File: src/rtl/sha256_round_engine.sv
// SHA-256 compression round engine: loads H0..H7, runs 64 rounds (one per accepted
// message word) and pulses done when the final working variables are on abcdefgh_out.
module sha256_round_engine (
  input  logic         clk,
  input  logic         rst,
  input  logic         start,
  input  logic [255:0] h_in,
  input  logic [31:0]  w_in,
  input  logic         w_valid,
  output logic         w_ready,
  output logic         busy,
  output logic         done,
  output logic [255:0] abcdefgh_out,
  output logic [5:0]   round_idx
);

  typedef enum logic [1:0] {
    IDLE  = 2'd0,
    ROUND = 2'd1,
    DONE  = 2'd2
  } state_t;

  state_t      state;
  logic [31:0] a, b, c, d, e, f, g, h;
  logic [5:0]  t;

  logic [31:0] k;
  logic [31:0] sum0, sum1, ch, maj;
  logic [31:0] t1, t2;
  logic        handshake;

  // Round constants: first 32 bits of the fractional parts of the cube roots of the first 64 primes.
  always_comb begin
    k = 32'h0;
    case (t)
      6'd0:  k = 32'h428a2f98;
      6'd1:  k = 32'h71374491;
      6'd2:  k = 32'hb5c0fbcf;
      6'd3:  k = 32'he9b5dba5;
      6'd4:  k = 32'h3956c25b;
      6'd5:  k = 32'h59f111f1;
      6'd6:  k = 32'h923f82a4;
      6'd7:  k = 32'hab1c5ed5;
      6'd8:  k = 32'hd807aa98;
      6'd9:  k = 32'h12835b01;
      6'd10: k = 32'h243185be;
      6'd11: k = 32'h550c7dc3;
      6'd12: k = 32'h72be5d74;
      6'd13: k = 32'h80deb1fe;
      6'd14: k = 32'h9bdc06a7;
      6'd15: k = 32'hc19bf174;
      6'd16: k = 32'he49b69c1;
      6'd17: k = 32'hefbe4786;
      6'd18: k = 32'h0fc19dc6;
      6'd19: k = 32'h240ca1cc;
      6'd20: k = 32'h2de92c6f;
      6'd21: k = 32'h4a7484aa;
      6'd22: k = 32'h5cb0a9dc;
      6'd23: k = 32'h76f988da;
      6'd24: k = 32'h983e5152;
      6'd25: k = 32'ha831c66d;
      6'd26: k = 32'hb00327c8;
      6'd27: k = 32'hbf597fc7;
      6'd28: k = 32'hc6e00bf3;
      6'd29: k = 32'hd5a79147;
      6'd30: k = 32'h06ca6351;
      6'd31: k = 32'h14292967;
      6'd32: k = 32'h27b70a85;
      6'd33: k = 32'h2e1b2138;
      6'd34: k = 32'h4d2c6dfc;
      6'd35: k = 32'h53380d13;
      6'd36: k = 32'h650a7354;
      6'd37: k = 32'h766a0abb;
      6'd38: k = 32'h81c2c92e;
      6'd39: k = 32'h92722c85;
      6'd40: k = 32'ha2bfe8a1;
      6'd41: k = 32'ha81a664b;
      6'd42: k = 32'hc24b8b70;
      6'd43: k = 32'hc76c51a3;
      6'd44: k = 32'hd192e819;
      6'd45: k = 32'hd6990624;
      6'd46: k = 32'hf40e3585;
      6'd47: k = 32'h106aa070;
      6'd48: k = 32'h19a4c116;
      6'd49: k = 32'h1e376c08;
      6'd50: k = 32'h2748774c;
      6'd51: k = 32'h34b0bcb5;
      6'd52: k = 32'h391c0cb3;
      6'd53: k = 32'h4ed8aa4a;
      6'd54: k = 32'h5b9cca4f;
      6'd55: k = 32'h682e6ff3;
      6'd56: k = 32'h748f82ee;
      6'd57: k = 32'h78a5636f;
      6'd58: k = 32'h84c87814;
      6'd59: k = 32'h8cc70208;
      6'd60: k = 32'h90befffa;
      6'd61: k = 32'ha4506ceb;
      6'd62: k = 32'hbef9a3f7;
      6'd63: k = 32'hc67178f2;
      default: k = 32'h0;
    endcase
  end

  always_comb begin
    sum0 = {a[1:0], a[31:2]} ^ {a[12:0], a[31:13]} ^ {a[21:0], a[31:22]};
    sum1 = {e[5:0], e[31:6]} ^ {e[10:0], e[31:11]} ^ {e[24:0], e[31:25]};
    ch   = (e & f) ^ (~e & g);
    maj  = (a & b) ^ (a & c) ^ (b & c);
    t1   = h + sum1 + ch + k + w_in;
    t2   = sum0 + maj;
  end

  assign w_ready      = (state == ROUND);
  assign handshake    = w_valid & w_ready;
  assign abcdefgh_out = {a, b, c, d, e, f, g, h};
  assign round_idx    = t;

  // t wraps to 0 naturally on the final handshake, ready for the next block.
  always_ff @(posedge clk or posedge rst) begin
    if (rst) begin
      state <= IDLE;
      t     <= 6'd0;
      busy  <= 1'b0;
      done  <= 1'b0;
      a     <= 32'h0;
      b     <= 32'h0;
      c     <= 32'h0;
      d     <= 32'h0;
      e     <= 32'h0;
      f     <= 32'h0;
      g     <= 32'h0;
      h     <= 32'h0;
    end else begin
      case (state)
        IDLE: begin
          done <= 1'b0;
          if (start) begin
            {a, b, c, d, e, f, g, h} <= h_in;
            t     <= 6'd0;
            busy  <= 1'b1;
            state <= ROUND;
          end
        end
        ROUND: begin
          if (handshake) begin
            h <= g;
            g <= f;
            f <= e;
            e <= d + t1;
            d <= c;
            c <= b;
            b <= a;
            a <= t1 + t2;
            t <= t + 6'd1;
            if (t == 6'd63) begin
              done  <= 1'b1;
              state <= DONE;
            end
          end
        end
        DONE: begin
          done  <= 1'b0;
          busy  <= 1'b0;
          state <= IDLE;
        end
        default: begin
          done  <= 1'b0;
          busy  <= 1'b0;
          state <= IDLE;
        end
      endcase
    end
  end

endmodule

File: config.mk
export PLATFORM = sky130hd
export DESIGN_NAME = sha256_round_engine
export DESIGN_NICKNAME = d
export VERILOG_FILES = /design/src/rtl/sha256_round_engine.sv
export SDC_FILE = /design/constraint.sdc
export NUM_CORES = 1
export LEC_CHECK = 0
export ABC_AREA = 0
export BUFFER_PORTS_ARGS = -buffer_cell sky130_fd_sc_hd__buf_2
export CELL_PAD_IN_SITES_DETAIL_PLACEMENT = 0
export CELL_PAD_IN_SITES_GLOBAL_PLACEMENT = 2
export CORE_AREA = 2 2 220 385
export DETAILED_ROUTE_END_ITERATION = 7
export DIE_AREA = 0 0 222 387
export GPL_TIMING_DRIVEN = 0
export HOLD_SLACK_MARGIN = 0.03
export PLACE_DENSITY = 0.75
export SYNTH_ARGS = -nofsm -noshare
export SYNTH_HDL_FRONTEND = slang
export SYNTH_SLANG_ARGS = --single-unit
File: constraint.sdc
create_clock -name clk -period 8.4 [get_ports clk]
set_clock_uncertainty 0.05 [all_clocks]
set_input_delay 1.68 -clock clk [delete_from_list [all_inputs] [get_ports clk]]
set_output_delay 1.68 -clock clk [all_outputs]
set_load 0.05 [all_outputs]
==> results.rst <==
.. list-table::
   :header-rows: 1

   * - Metric
     - Value
   * - Outcome
     - finished, violations left
   * - DIE HEIGHT
     - 387 microns
   * - Cell depth of the worst min-delay path
     - 1
   * - H-tree depth
     - 1
   * - Top area cells in the synthesized netlist
     - sky130_fd_sc_hd__dfrtp_1, sky130_fd_sc_hd__fa_1, sky130_fd_sc_hd__nand2_1
   * - Sequential area share after synthesis
     - 27.9%
   * - Cell with the largest stage delay on the worst path
     - sky130_fd_sc_hd__a222oi_1
   * - Data required time of the critical path
     - 8.82 ns
   * - Clock-pin slew reported for the worst setup and hold paths after clock tree synthesis
     - 0.07 ns
   * - Dominant combinational cell family by area after synthesis
     - compound AO/OA/AOI/OAI gates
   * - Routed via count
     - 26,623
   * - Clock Path Buffers
     - 3
   * - Post-synth EDFFs
     - 0
   * - Global-route wire length before repair
     - 230,000 microns
   * - Violations in the final reports
     - setup timing
   * - Syn_area_per_cell
     - 7.88 sq um
   * - TritonCTS clock tree
     - yes
   * - Count of TritonRoute iterations in the first routing pass
     - 5
   * - Final period demand of the worst path
     - 9.13 ns
   * - Fin util
     - 38.5%
   * - Total CTS buffers
     - 31
   * - Share of the synthesized area in the top cell type
     - 27.9%
   * - Area share of xor/xnor cells in the synthesized design
     - 8.07%
   * - Layout overhead on the synthesized area
     - 33.6%
   * - Synthesized Nets
     - 3,559
   * - Count of hold-fix buffers inserted at cts
     - 0
   * - Overall routed net length
     - 171,000 microns
   * - Row count
     - 140
   * - Initial core utilization
     - 28.8%
   * - Maximum number of pins on one net before global-route repair
     - 38
   * - Total half-perimeter wirelength after legalization and detailed placement
     - 141,000 microns
   * - Endpoint class of the critical path
     - flip-flop
   * - Overall track demand over capacity in global routing
     - 39.0%
   * - Count of state elements after synthesis
     - 266
   * - Number of endpoints failing setup at the final stage
     - 23
   * - Top cell types by occurrence after synthesis
     - sky130_fd_sc_hd__nand2_1, sky130_fd_sc_hd__nor2_1, sky130_fd_sc_hd__dfrtp_1, sky130_fd_sc_hd__a31oi_1, sky130_fd_sc_hd__clkbuf_1
   * - Slew Viols, Final
     - 0
   * - Simple-gate share of the synthesized area
     - 17.5%
   * - Type of the worst setup path
     - flip-flop to flip-flop
   * - Count of mapped cells out of synthesis
     - 3,031
   * - Horiz. Die Dim
     - 222 microns
   * - Area inside the core boundary
     - 82,900 sq um
   * - Crit share post-route
     - 109%
   * - Number of port buffers
     - 556
   * - Fraction of layout cells with a size suffix above 1
     - 27.2%
   * - Initial antenna violation count
     - 16
   * - Die outline area
     - 85,900 sq um
   * - Primary flip-flop cell chosen by synthesis mapping
     - sky130_fd_sc_hd__dfrtp_1
   * - Routability congestion estimate from global placement
     - 1.04
   * - Top-level port count
     - 557
   * - Adder-Cell Fraction of Synth Area
     - 17.2%
   * - Most area-hungry cell type in the Yosys netlist
     - sky130_fd_sc_hd__dfrtp_1
   * - Most numerous cell in the Yosys netlist
     - sky130_fd_sc_hd__nand2_1
   * - FFs w/ async S/R, synth
     - 100%
   * - Synth Cell Area
     - 23,900 sq um
   * - Remaining antenna violation count after routing
     - 0
   * - Delay of the slowest cell on the worst path
     - 1.17 ns
   * - Number of vias per cell after detailed routing
     - 5.52
   * - Sinks on Clock Net
     - 266
   * - Buffer type at the clock tree root
     - sky130_fd_sc_hd__clkbuf_16
   * - Final Hold Fails
     - 0
   * - Worst slew margin relative to its limit
     - 5.93%
   * - Post-detailed-route DRC marker count
     - 0
   * - Final net count
     - 4,246
   * - Via count of the first global-routing pass
     - 27,682
   * - Achievable clock frequency
     - 110 MHz
   * - Worst hold-check path type
     - flip-flop to flip-flop
   * - Compound-gate portion of the synthesized area
     - 20.5%
   * - Arrival time at the worst endpoint
     - 9.55 ns
   * - Number of synthesis warnings
     - 0
   * - Max_cap viols
     - 0
   * - Post-route worst setup slack
     - -0.726 ns
   * - DR WL/cell
     - 35.5 microns
   * - Crit start category
     - flip-flop
   * - Worst-skew pair later-pin latency
     - 0.66 ns
   * - Register-to-Register Path Depth
     - 32
   * - Violation count after the first detailed-route iteration
     - 1,844
   * - Setup repair after global routing missed its margin
     - true
   * - Residual overflow from global routing
     - 0
   * - Distinct cell type count of the synthesized netlist
     - 74
   * - Worst slew pin tran
     - 1.41 ns
   * - Multiplexer fraction of the synthesized cell area
     - 2.25%
   * - CP Max Fanout
     - 7
==> layout make-up <==
type | count | area (sq um)
antenna | 13 | 32.5
buffer | 228 | 1040
clock buffer | 43 | 881
clock inverter | 14 | 328
fill | 8975 | 50900
inverter | 187 | 728
multi-input combinational | 2343 | 17100
sequential | 266 | 6660
tap | 1065 | 1330
timing repair buffer | 661 | 3800
==> metal layers <==
metal / up-vias / GRT usage (%) / routed length, microns
met4: 4 / 36.5 / 19200
met2: 1308 / 70.2 / 86500
li1: 11692 / - / -
met5: - / 0 / 20
met1: 13100 / 38.1 / 56400
met3: 519 / 6.03 / 8930
==> cells by family (layout without fill, tap and decap cells) <==
| group | Yosys count | count (layout) |
|---|---|---|
| buffers and inverters | 422 | 1133 |
| and+or+nand+nor | 1033 | 1033 |
| other | 0 | 13 |
| DFF | 266 | 266 |
| adders and majority gates | 258 | 258 |
| muxes | 46 | 46 |
| xor gates and xnor gates | 220 | 220 |
| AOI/OAI and AO/OA | 786 | 786 |
==> sequential cells by signal (all words and copies together) (netlist names) <==
signal / count
e: 32
h: 32
done: 1
f: 32
a: 32
c: 32
g: 32
d: 32
state: 2
busy: 1
b: 32
round_idx: 6
==> path summary, 6_finish.rpt <==
kind                                          start                  endpoint  slack (ns)
min in group asynchronous                       rst          b[2]$_DFFE_PP0P_        0.88
setup / recovery           round_idx[0]$_DFFE_PP0P_         a[31]$_DFFE_PP0P_       -0.73
hold reg to reg                state[1]$_DFFE_PP0P_          busy$_DFFE_PP0P_        0.49
max in group asynchronous                       rst  round_idx[4]$_DFFE_PP0P_        6.31
setup reg to reg           round_idx[0]$_DFFE_PP0P_         a[31]$_DFFE_PP0P_       -0.73
hold / removal                 state[1]$_DFFE_PP0P_          busy$_DFFE_PP0P_        0.49
==> critical path, delay by kind of cell (launching register included) <==
kind                       cells  cell delay [ns]
AOI/OAI and AO/OA             13             3.74
adders and majority gates      7             2.72
and+or+nand+nor                7             1.22
xor gates and xnor gates       3             0.54
DFF                            1             0.45
buffers and inverters          2             0.24
==> stage by stage <==
stage | setup slack, ns | hold WS [ns] | TNS (ns) | instance area [sq um] | cells
after CTS | -0.640 | 0.500 | -5.29 | 31000 | 4769
after detailed placement | -4.00 | 0.483 | -120.20 | 28200 | 4662
after floorplan | 0.0241 | 0.436 | 0 | 23900 | 3031
final | -0.726 | 0.494 | -7.23 | 31900 | 4820
after global placement | -4.36 | 0.481 | -137.45 | 28000 | 4652
after global routing | -0.701 | 0.539 | -8.77 | 31900 | 4813
==> cells in the final DEF, fill, tap and decap left out, types with 29 or more instances in the layout <==
cell type,instances
sky130_fd_sc_hd__a21oi_1,150
sky130_fd_sc_hd__a21o_1,52
sky130_fd_sc_hd__fa_1,117
sky130_fd_sc_hd__clkbuf_16,32
sky130_fd_sc_hd__xor2_1,61
sky130_fd_sc_hd__inv_1,176
sky130_fd_sc_hd__buf_2,561
sky130_fd_sc_hd__nand3_1,37
sky130_fd_sc_hd__buf_4,73
sky130_fd_sc_hd__o21ai_0,114
sky130_fd_sc_hd__nand2_1,519
sky130_fd_sc_hd__mux2i_1,29
sky130_fd_sc_hd__clkbuf_1,183
sky130_fd_sc_hd__nor2_1,320
sky130_fd_sc_hd__ha_1,79
sky130_fd_sc_hd__a21oi_2,33
sky130_fd_sc_hd__xnor2_1,137
sky130_fd_sc_hd__a31oi_1,213
sky130_fd_sc_hd__dfrtp_1,261
==> what timing repair did <==
item | CTS | global route
pin swaps | 72 | 87
setup endpoints to repair | 55 | 30
gates cloned | 0 | 0
resized for setup | 286 | 160
buffers inserted | 56 | 42
Power is left out: the tool's default activity adds up to more than one toggle a clock period on the data nets, which glitch-free logic cannot reach.
